**config.mk**
```make
export PLATFORM = sky130hd
export DESIGN_NAME = mod_sub_pipe
export DESIGN_NICKNAME = d
export VERILOG_FILES = /design/src/rtl/mod_sub_pipe.sv
export SDC_FILE = /design/constraint.sdc
export NUM_CORES = 1
export LEC_CHECK = 0
export CAP_MARGIN = 10
export CORE_AREA = 4 4 47 49
export DETAILED_ROUTE_END_ITERATION = 12
export DIE_AREA = 0 0 51 53
export GPL_ROUTABILITY_DRIVEN = 1
export PLACE_DENSITY_LB_ADDON = 0.12
export SYNTH_ARGS = -nofsm -noshare
export SYNTH_HDL_FRONTEND = slang
export SYNTH_SLANG_ARGS = --single-unit
```
**constraint.sdc**
```tcl
create_clock -name clk -period 3.9 [get_ports clk]
set_input_delay 0.78 -clock clk [delete_from_list [all_inputs] [get_ports clk]]
set_output_delay 0.78 -clock clk [all_outputs]
set_load 0.02 [all_outputs]
```
**src/rtl/mod_sub_pipe.sv**
```systemverilog
// Two-stage modular subtractor z = (a - b) mod m (m=0 means 2^WIDTH); 2-cycle latency, valid/ready with a skid-free stall.
// Optional MOD_RANGE_CHECK_EN adds err, flagging operands outside [0, m) for m != 0.
module mod_sub_pipe #(
  parameter int WIDTH = 4
) (
  input  logic             clk,
  input  logic             rst,
  input  logic             in_valid,
  output logic             in_ready,
  input  logic [WIDTH-1:0] a,
  input  logic [WIDTH-1:0] b,
  input  logic [WIDTH-1:0] m,
  output logic             out_valid,
  input  logic             out_ready,
  output logic [WIDTH-1:0] z
`ifdef MOD_RANGE_CHECK_EN
  ,
  output logic             err
`endif
);

  logic             r_s1_v;
  logic [WIDTH:0]   r_s1_diff;
  logic [WIDTH-1:0] r_s1_wrap;
  logic [WIDTH:0]   w_diff;
  logic [WIDTH-1:0] w_wrap;
  logic             w_s2_load;
  logic             w_s1_adv;

  assign w_diff    = {1'b0, a} - {1'b0, b};
  assign w_wrap    = w_diff[WIDTH-1:0] + m;
  assign w_s2_load = !out_valid || out_ready;
  assign w_s1_adv  = !r_s1_v || w_s2_load;
  assign in_ready  = w_s1_adv;

  always_ff @(posedge clk or posedge rst) begin
    if (rst) begin
      r_s1_v    <= 1'b0;
      r_s1_diff <= '0;
      r_s1_wrap <= '0;
    end else if (w_s1_adv) begin
      r_s1_v <= in_valid;
      if (in_valid) begin
        r_s1_diff <= w_diff;
        r_s1_wrap <= w_wrap;
      end
    end
  end

  // The borrow bit selects the wrapped value; out-of-range operands are not saturated.
  always_ff @(posedge clk or posedge rst) begin
    if (rst) begin
      out_valid <= 1'b0;
      z         <= '0;
    end else if (w_s2_load) begin
      out_valid <= r_s1_v;
      if (r_s1_v) begin
        z <= r_s1_diff[WIDTH] ? r_s1_wrap : r_s1_diff[WIDTH-1:0];
      end
    end
  end

`ifdef MOD_RANGE_CHECK_EN
  logic r_s1_err;
  logic w_range_err;

  assign w_range_err = (m != '0) && ((a >= m) || (b >= m));

  always_ff @(posedge clk or posedge rst) begin
    if (rst) begin
      r_s1_err <= 1'b0;
      err      <= 1'b0;
    end else begin
      if (w_s1_adv && in_valid) begin
        r_s1_err <= w_range_err;
      end
      if (w_s2_load && r_s1_v) begin
        err <= r_s1_err;
      end
    end
  end
`endif

endmodule

```
==> flow_summary_export.csv, run 1 <==
group,metric,value,unit
placed_design,io_buffers,21,
yosys,post_synth_inst_count,86,
placed_design,dpl_cell_area,1124,um^2
cells_and_area,drive_above_1_share,0.09174,
sta,layout_worst_path_cycle_share,0.7874,
power_and_ir_drop,p_comb_frac,0.351,
clock_tree,numClockSinks,15,
route,finalWirelength,1.514,mm
worst_setup_path,crit_required,4.12,ns
flow_run,cap_viol_max_count,0,
clock_tree,h-tree-depth,1,
power_and_ir_drop,internal_power,318.9,uW
route,route.detailed.wl_per_inst,11.13,um
power_and_ir_drop,clock_power_share,0.188,
die,placementRows,16,
sta,max-slew-margin-rel,0.6347,
global_routing,globalRouteOverflowTotal,0,
placed_design,detailed_place_hpwl,1.258,mm
global_routing,antenna_found_initial,0,
route,drt_first_iter_violations,9,
power_and_ir_drop,power.density,404.5,nW/um^2
sta,unrepaired_setup_endpoints_after_global_routing,"no",
cells_and_area,area_growth_syn_to_layout,29.62,%
yosys,most_repeated_cell_in_the_gate_level_netlist_after_synthesis,"sky130_fd_sc_hd__dfrtp_1",
clock_tree,cts_repair_resize_count,0,
yosys,synth_area,887.1,um^2
power_and_ir_drop,register_share_of_total_power,0.461,
power_and_ir_drop,cellLeakagePower,0.0005521,uW
cells_and_area,final_net_count,135,
route,drc_errors,0,
worst_setup_path,critPathMaxFanout,3,
clock_tree,cts_tree,"done",
global_routing,grt_pass1_wl,2.525,mm
sta,tightest_slew,0.5473,ns
sta,setup_viol_count_final,0,
die,fp.coreArea,1862,um^2
sta,timing.setup.tns,0,ns
global_routing,largest_net_degree_at_the_start_of_global_routing,17,
clock_tree,cts.hold.buffers_added,0,
yosys,ys_warn_count,0,
sta,hold_viol,0,
global_routing,grt_pass1_vias,645,
worst_setup_path,kind_of_start_point_of_the_critical_path,"primary input",
yosys,share_of_flip_flops_with_an_asynchronous_set_or_reset,1.000,
power_and_ir_drop,power.switching,146.2,uW
die,initial_core_util,0.4765,
clock_tree,clk_root_buffer_cell,"sky130_fd_sc_hd__clkbuf_4",
die,fp.dieArea,2703,um^2
route,drt_first_pass_iters,4,
yosys,postSynthRegisterBits,15,
global_routing,grtUsageTotal,0.1289,
clock_tree,worst_skew_pair.late_latency,0.28,ns
yosys,post_synth_num_cell_types,27,
yosys,yosys_top_cell_by_area,"sky130_fd_sc_hd__dfrtp_1",
sta,skew,0.005207,ns
yosys,postSynthNetCount,111,
clock_tree,cts-root-to-sink-buffers,2,
sta,fmax,325.7,MHz
cells_and_area,insertedDiodeCount,0,
yosys,yosysTopAreaCellShare,0.4231,
min_path,holdCritPathClass,"reg -> reg",
run_status,status,"finished, final reports clean",
worst_setup_path,criticalPathCategory,"in -> reg",
yosys,synth_top_cells_by_count,"15 x sky130_fd_sc_hd__dfrtp_1, 12 x sky130_fd_sc_hd__inv_1, 11 x sky130_fd_sc_hd__nand2_1",
cells_and_area,total_of_fill_cells_in_the_finished_design,170,
placed_design,routabilityCongestion,0.7522,
clock_tree,cts_buffers,3,
die,chipHeight,53,um
sta,min_clock_period_post_route,3.071,ns
worst_setup_path,timing.critical_path.arrival,3.29,ns
power_and_ir_drop,swShare,0.3144,
route,via_count,680,
yosys,yosys_most_used_dff,"sky130_fd_sc_hd__dfrtp_1",
die,io_pins,22,
die,die_x,51,um
yosys,number_of_flops_mapped_to_enable_cells_by_yosys,0,
yosys,synth.area.top_cells,"sky130_fd_sc_hd__dfrtp_1 42%, sky130_fd_sc_hd__ha_1 9.9%, sky130_fd_sc_hd__o21ai_0 5.1%, sky130_fd_sc_hd__inv_1 5.1%, sky130_fd_sc_hd__nand2_1 4.7%",
route,drt.antenna.violating_nets,0,
worst_setup_path,cp-end-kind,"flip-flop",
sta,max_slew_violation_count,0,
yosys,synth_area_per_cell,10.32,um^2
power_and_ir_drop,worst_vdd_drop,0.1666,mV
cells_and_area,postLayoutCellArea,1150,um^2
yosys,synth.yosys.seq_area_share,0.4231,
route,via_to_cell_ratio,5.000,
clock_tree,worst_setup_hold_path_clk_slew,0.09,ns
clock_tree,post-cts-setup-buffers,0,
worst paths after layout:
check,from,endpoint,slack [ns],cells past startpoint
worst min-delay path,z[3],z[3],0.48,2
max in group asynchronous,rst,r_s1_wrap[0],2.70,2
worst min register to register,z[3],z[3],0.48,2
min in group asynchronous,rst,out_valid,0.83,2
worst max-delay path,a[0],r_s1_wrap[3],0.83,11
worst max register to register,r_s1_v,r_s1_diff[3],2.30,5
flip-flops by register name, summed over array words and instances, names as in the netlist:
register	flops
r_s1_diff	5
r_s1_wrap	4
z	4
out_valid	1
r_s1_v	1
logic make-up (layout without fill, tap and decap cells):
| group | count (synthesis) | after routing | share of synthesized area |
|---|---|---|---|
| fa+ha+maj | 9 | 9 | 0.1439 |
| simple gates | 21 | 21 | 0.1326 |
| compound gates | 19 | 19 | 0.1509 |
| flops | 15 | 15 | 0.4231 |
| xor+xnor | 2 | 2 | 0.01975 |
| mux | 6 | 6 | 0.07052 |
| buf+inv | 14 | 37 | 0.05924 |
placed cells by master (no fill, tap or decap), types with 2 or more instances in the layout:
master,n
sky130_fd_sc_hd__xor2_1,2
sky130_fd_sc_hd__and3b_1,2
sky130_fd_sc_hd__mux2i_1,4
sky130_fd_sc_hd__clkbuf_4,3
sky130_fd_sc_hd__ha_1,7
sky130_fd_sc_hd__inv_1,12
sky130_fd_sc_hd__fa_1,2
sky130_fd_sc_hd__nand2_1,11
sky130_fd_sc_hd__clkdlybuf4s50_1,21
sky130_fd_sc_hd__a21o_2,2
sky130_fd_sc_hd__mux2_2,2
sky130_fd_sc_hd__dfrtp_1,15
sky130_fd_sc_hd__o21ai_0,9
sky130_fd_sc_hd__nand2b_1,2
metrics by stage:
stage | total power, uW | setup slack (ns) | hold slack, ns | cells | util
2_1_floorplan | 317.8 | 1.097 | 0.4492 | 86 | -
5_1_grt | 502.8 | 0.5677 | 0.5022 | 136 | 0.6176
6_report | 465.1 | 0.8293 | 0.4828 | 136 | 0.6176
3_5_place_dp | 383.2 | 0.5066 | 0.4699 | 132 | 0.6035
3_3_place_gp | 378.0 | 0.5973 | 0.4603 | 132 | 0.6035
4_1_cts | 471.5 | 0.8042 | 0.4894 | 136 | 0.6176
worst max-delay path, cell delays in order:
cell and delay [ns]:
sky130_fd_sc_hd__clkdlybuf4s50_1 0.40, sky130_fd_sc_hd__inv_1 0.06, sky130_fd_sc_hd__ha_1 0.16, sky130_fd_sc_hd__inv_1 0.05, sky130_fd_sc_hd__fa_1 0.39, sky130_fd_sc_hd__xor2_1 0.17, sky130_fd_sc_hd__ha_1 0.30, sky130_fd_sc_hd__or2_2 0.30
sky130_fd_sc_hd__a2111oi_0 0.42, sky130_fd_sc_hd__a32oi_1 0.15, sky130_fd_sc_hd__nand3b_1 0.11
metal layers:
| layer | track usage | wire, um |
|---|---|---|
| met4 | 0.1031 | 57 |
| met1 | 0.1446 | 644 |
| met5 | 0 | 0 |
| met2 | 0.2103 | 693 |
| met3 | 0.02817 | 119 |
layout make-up:
cell class                      instances  area (um^2)  share of cell area
Inverter                               12        45.04             0.03917
Timing Repair Buffer                   21        210.2              0.1828
Multi-Input combinational cell         57        459.2              0.3993
Tap cell                               27        33.78             0.02938
Sequential cell                        15        375.4              0.3264
Clock buffer                            4        26.28             0.02285
power by group through the flow:
stage          sequential (uW)  combinational, uW  clock [uW]
2_1_floorplan              229               89.2           0
3_3_place_gp               216                162           0
3_5_place_dp               218                165           0
4_1_cts                    215                166        90.7
5_1_grt                    221                182         100
6_report                   214                163        87.5
Power figures use the tool's default switching activity.
==> run 2: changes to the inputs <==
--- a/config.mk
+++ b/config.mk
@@ -6,9 +6,9 @@
 export NUM_CORES = 1
 export LEC_CHECK = 0
 export CAP_MARGIN = 10
-export CORE_AREA = 4 4 47 49
+export CORE_AREA = 4 4 51 53
 export DETAILED_ROUTE_END_ITERATION = 12
-export DIE_AREA = 0 0 51 53
+export DIE_AREA = 0 0 55 57
 export GPL_ROUTABILITY_DRIVEN = 1
 export PLACE_DENSITY_LB_ADDON = 0.12
 export SYNTH_ARGS = -nofsm -noshare
==> constraint.sdc (replaced) <==
create_clock -name clk -period 2.5 [get_ports clk]
set_input_delay 0.5 -clock clk [delete_from_list [all_inputs] [get_ports clk]]
set_output_delay 0.5 -clock clk [all_outputs]
set_load 0.02 [all_outputs]
==> flow_summary_export.csv, run 2 (synthesis gave the netlist of run 1 again) <==
group,metric,value,unit
run_status,status,"finished, final reports clean",
sta,max-slew-margin-rel,0.6300,
global_routing,antenna_found_initial,0,
power_and_ir_drop,worst_vdd_drop,0.2617,mV
die,io_pins,22,
power_and_ir_drop,swShare,0.3215,
global_routing,grtUsageTotal,0.1237,
die,chipHeight,57,um
worst_setup_path,rr_worst_depth,5,
die,die_x,55,um
sta,max_slew_violation_count,0,
cells_and_area,area_growth_syn_to_layout,46.97,%
clock_tree,worst_setup_hold_path_clk_slew,0.09,ns
cells_and_area,drive_above_1_share,0.2479,
min_path,hold_start,"z[2]",
cells_and_area,largest-register,"r_s1_diff",
worst_setup_path,crit_required,2.73,ns
placed_design,placement_setup_slack,-0.5237,ns
sta,unrepaired_setup_endpoints_after_global_routing,"no",
sta,hold_viol,0,
power_and_ir_drop,power.density,614.1,nW/um^2
cells_and_area,final_cell_mix,"17 x sky130_fd_sc_hd__clkdlybuf4s50_1, 15 x sky130_fd_sc_hd__dfrtp_1, 11 x sky130_fd_sc_hd__nand2_1",
sta,fmax,412.3,MHz
sta,min_clock_period_post_route,2.426,ns
clock_tree,cts_buffers,3,
cells_and_area,total_of_fill_cells_in_the_finished_design,195,
placed_design,routabilityCongestion,0.6819,
die,fp.dieArea,3135,um^2
sta,tightest_slew,0.5544,ns
power_and_ir_drop,internal_power,543.3,uW
cells_and_area,top_regs,"r_s1_diff: 5 flops, r_s1_wrap: 4 flops, z: 4 flops",
global_routing,grt_pass1_wl,2.794,mm
route,drt_first_pass_iters,4,
worst_setup_path,kind_of_start_point_of_the_critical_path,"primary input",
global_routing,largest_net_degree_at_the_start_of_global_routing,17,
clock_tree,worst_skew_pair.late_latency,0.28,ns
cells_and_area,postLayoutCellArea,1304,um^2
cells_and_area,insertedDiodeCount,0,
power_and_ir_drop,cellLeakagePower,0.0006108,uW
sta,timing.final.ws_setup,0.07431,ns
route,finalWirelength,1.751,mm
flow_run,cap_viol_max_count,0,
power_and_ir_drop,design_power_total,800.7,uW
worst_setup_path,criticalPathCategory,"in -> reg",
sta,setup_viol_count_final,0,
die,fp.coreArea,2148,um^2
clock_tree,cts.hold.buffers_added,0,
sta,layout_worst_path_cycle_share,0.9703,
route,via_to_cell_ratio,5.000,
power_and_ir_drop,p_comb_frac,0.409,
route,route.detailed.wl_per_inst,12.08,um
worst_setup_path,timing.critical_path.arrival,2.65,ns
route,drt_first_iter_violations,4,
placed_design,detailed_place_hpwl,1.368,mm
worst_setup_path,setup.worst_path.start,"b[2]",
power_and_ir_drop,clock_power_share,0.172,
clock_tree,clk_root_buffer_cell,"sky130_fd_sc_hd__clkbuf_4",
cells_and_area,most_common_cell_after_layout_fill_and_taps_aside,"sky130_fd_sc_hd__clkdlybuf4s50_1",
die,placementRows,17,
cells_and_area,largest_register_ffs,5,
sta,skew,0.008778,ns
clock_tree,numClockSinks,15,
worst_setup_path,worst_r2r_start,"r_s1_v",
global_routing,globalRouteOverflowTotal,0,
clock_tree,cts_tree,"done",
power_and_ir_drop,power.switching,257.4,uW
route,via_count,725,
global_routing,grt_pass1_vias,685,
placed_design,dpl_cell_area,1164,um^2
clock_tree,h-tree-depth,1,
min_path,timing.hold.worst_path_depth,2,
route,drc_errors,0,
die,initial_core_util,0.4129,
worst_setup_path,cp-end-kind,"flip-flop",
worst_setup_path,critPathMaxFanout,3,
clock_tree,cts-root-to-sink-buffers,2,
cells_and_area,layout.core_utilization,0.6069,
route,drt.antenna.violating_nets,0,
power_and_ir_drop,register_share_of_total_power,0.419,
placed_design,io_buffers,21,
cells_and_area,final_net_count,143,
min_path,holdCritPathClass,"reg -> reg",
-- run 2: cell count changes in the layout (fill, tap and decap cells not counted), sizes merged --
cell	before	now
clkdlybuf4s50	21	17
clkdlybuf4s15	0	1
dlymetal6s2s	0	2
dlygate4sd2	0	1
buf	0	8
-- run 2: cell type report --
type / count / area (um^2) / area share
Clock buffer: 4 / 26.28 / 0.02015
Inverter: 12 / 45.04 / 0.03455
Multi-Input combinational cell: 57 / 548.0 / 0.4203
Sequential cell: 15 / 375.4 / 0.2879
Tap cell: 28 / 35.03 / 0.02687
Timing Repair Buffer: 29 / 274.0 / 0.2102
-- run 2: worst max-delay path: stages --
cell and delay (ns):
sky130_fd_sc_hd__clkdlybuf4s50_1 0.45, sky130_fd_sc_hd__inv_1 0.04, sky130_fd_sc_hd__ha_1 0.31, sky130_fd_sc_hd__xor2_2 0.24
sky130_fd_sc_hd__ha_4 0.23, sky130_fd_sc_hd__or2_4 0.25, sky130_fd_sc_hd__a2111oi_4 0.36, sky130_fd_sc_hd__a32oi_1 0.15
sky130_fd_sc_hd__nand3b_1 0.11
-- run 2: worst paths after layout --
kind	endpoint	slack (ns)
max	r_s1_wrap[3]	0.07
max reg2reg	r_s1_diff[3]	0.84
min in group asynchronous	out_valid	0.56
min	z[2]	0.48
max in group asynchronous	r_s1_diff[0]	1.57
min reg2reg	z[2]	0.48
-- run 2: timing repair --
action | in CTS | in global routing
buffers inserted | 3 | 1
pin swaps | 11 | 8
endpoints found under the setup margin | 1 | 1
endpoints found under the hold margin | 0 | 0
resized for setup | 12 | 6
gates cloned | 0 | 0
-- run 2: metal layers --
metal | track usage | wire [um] | up-vias
met1 | 0.1450 | 752 | 346
met2 | 0.2027 | 866 | 19
met5 | 0 | 0 | -
met4 | 0.08333 | 38 | 0
li1 | - | - | 356
met3 | 0.01567 | 93 | 4
-- run 2: metrics by stage --
step / cells / TNS, ns / hold WS [ns]
after detailed placement: 137 / -0.5826 / 0.4692
after CTS: 144 / 0 / 0.4886
after global placement: 137 / -0.4992 / 0.4604
final: 145 / 0 / 0.4824
after floorplan: 86 / 0 / 0.4015
after global routing: 145 / 0 / 0.5188
-- run 2: power groups by stage --
stage / Combinational [uW] / Sequential (uW) / Clock, uW
CTS: 315 / 335 / 139
detailed placement: 278 / 341 / 0
global route: 363 / 342 / 152
finish: 328 / 335 / 137
global placement: 270 / 338 / 0
floorplan: 143 / 357 / 0
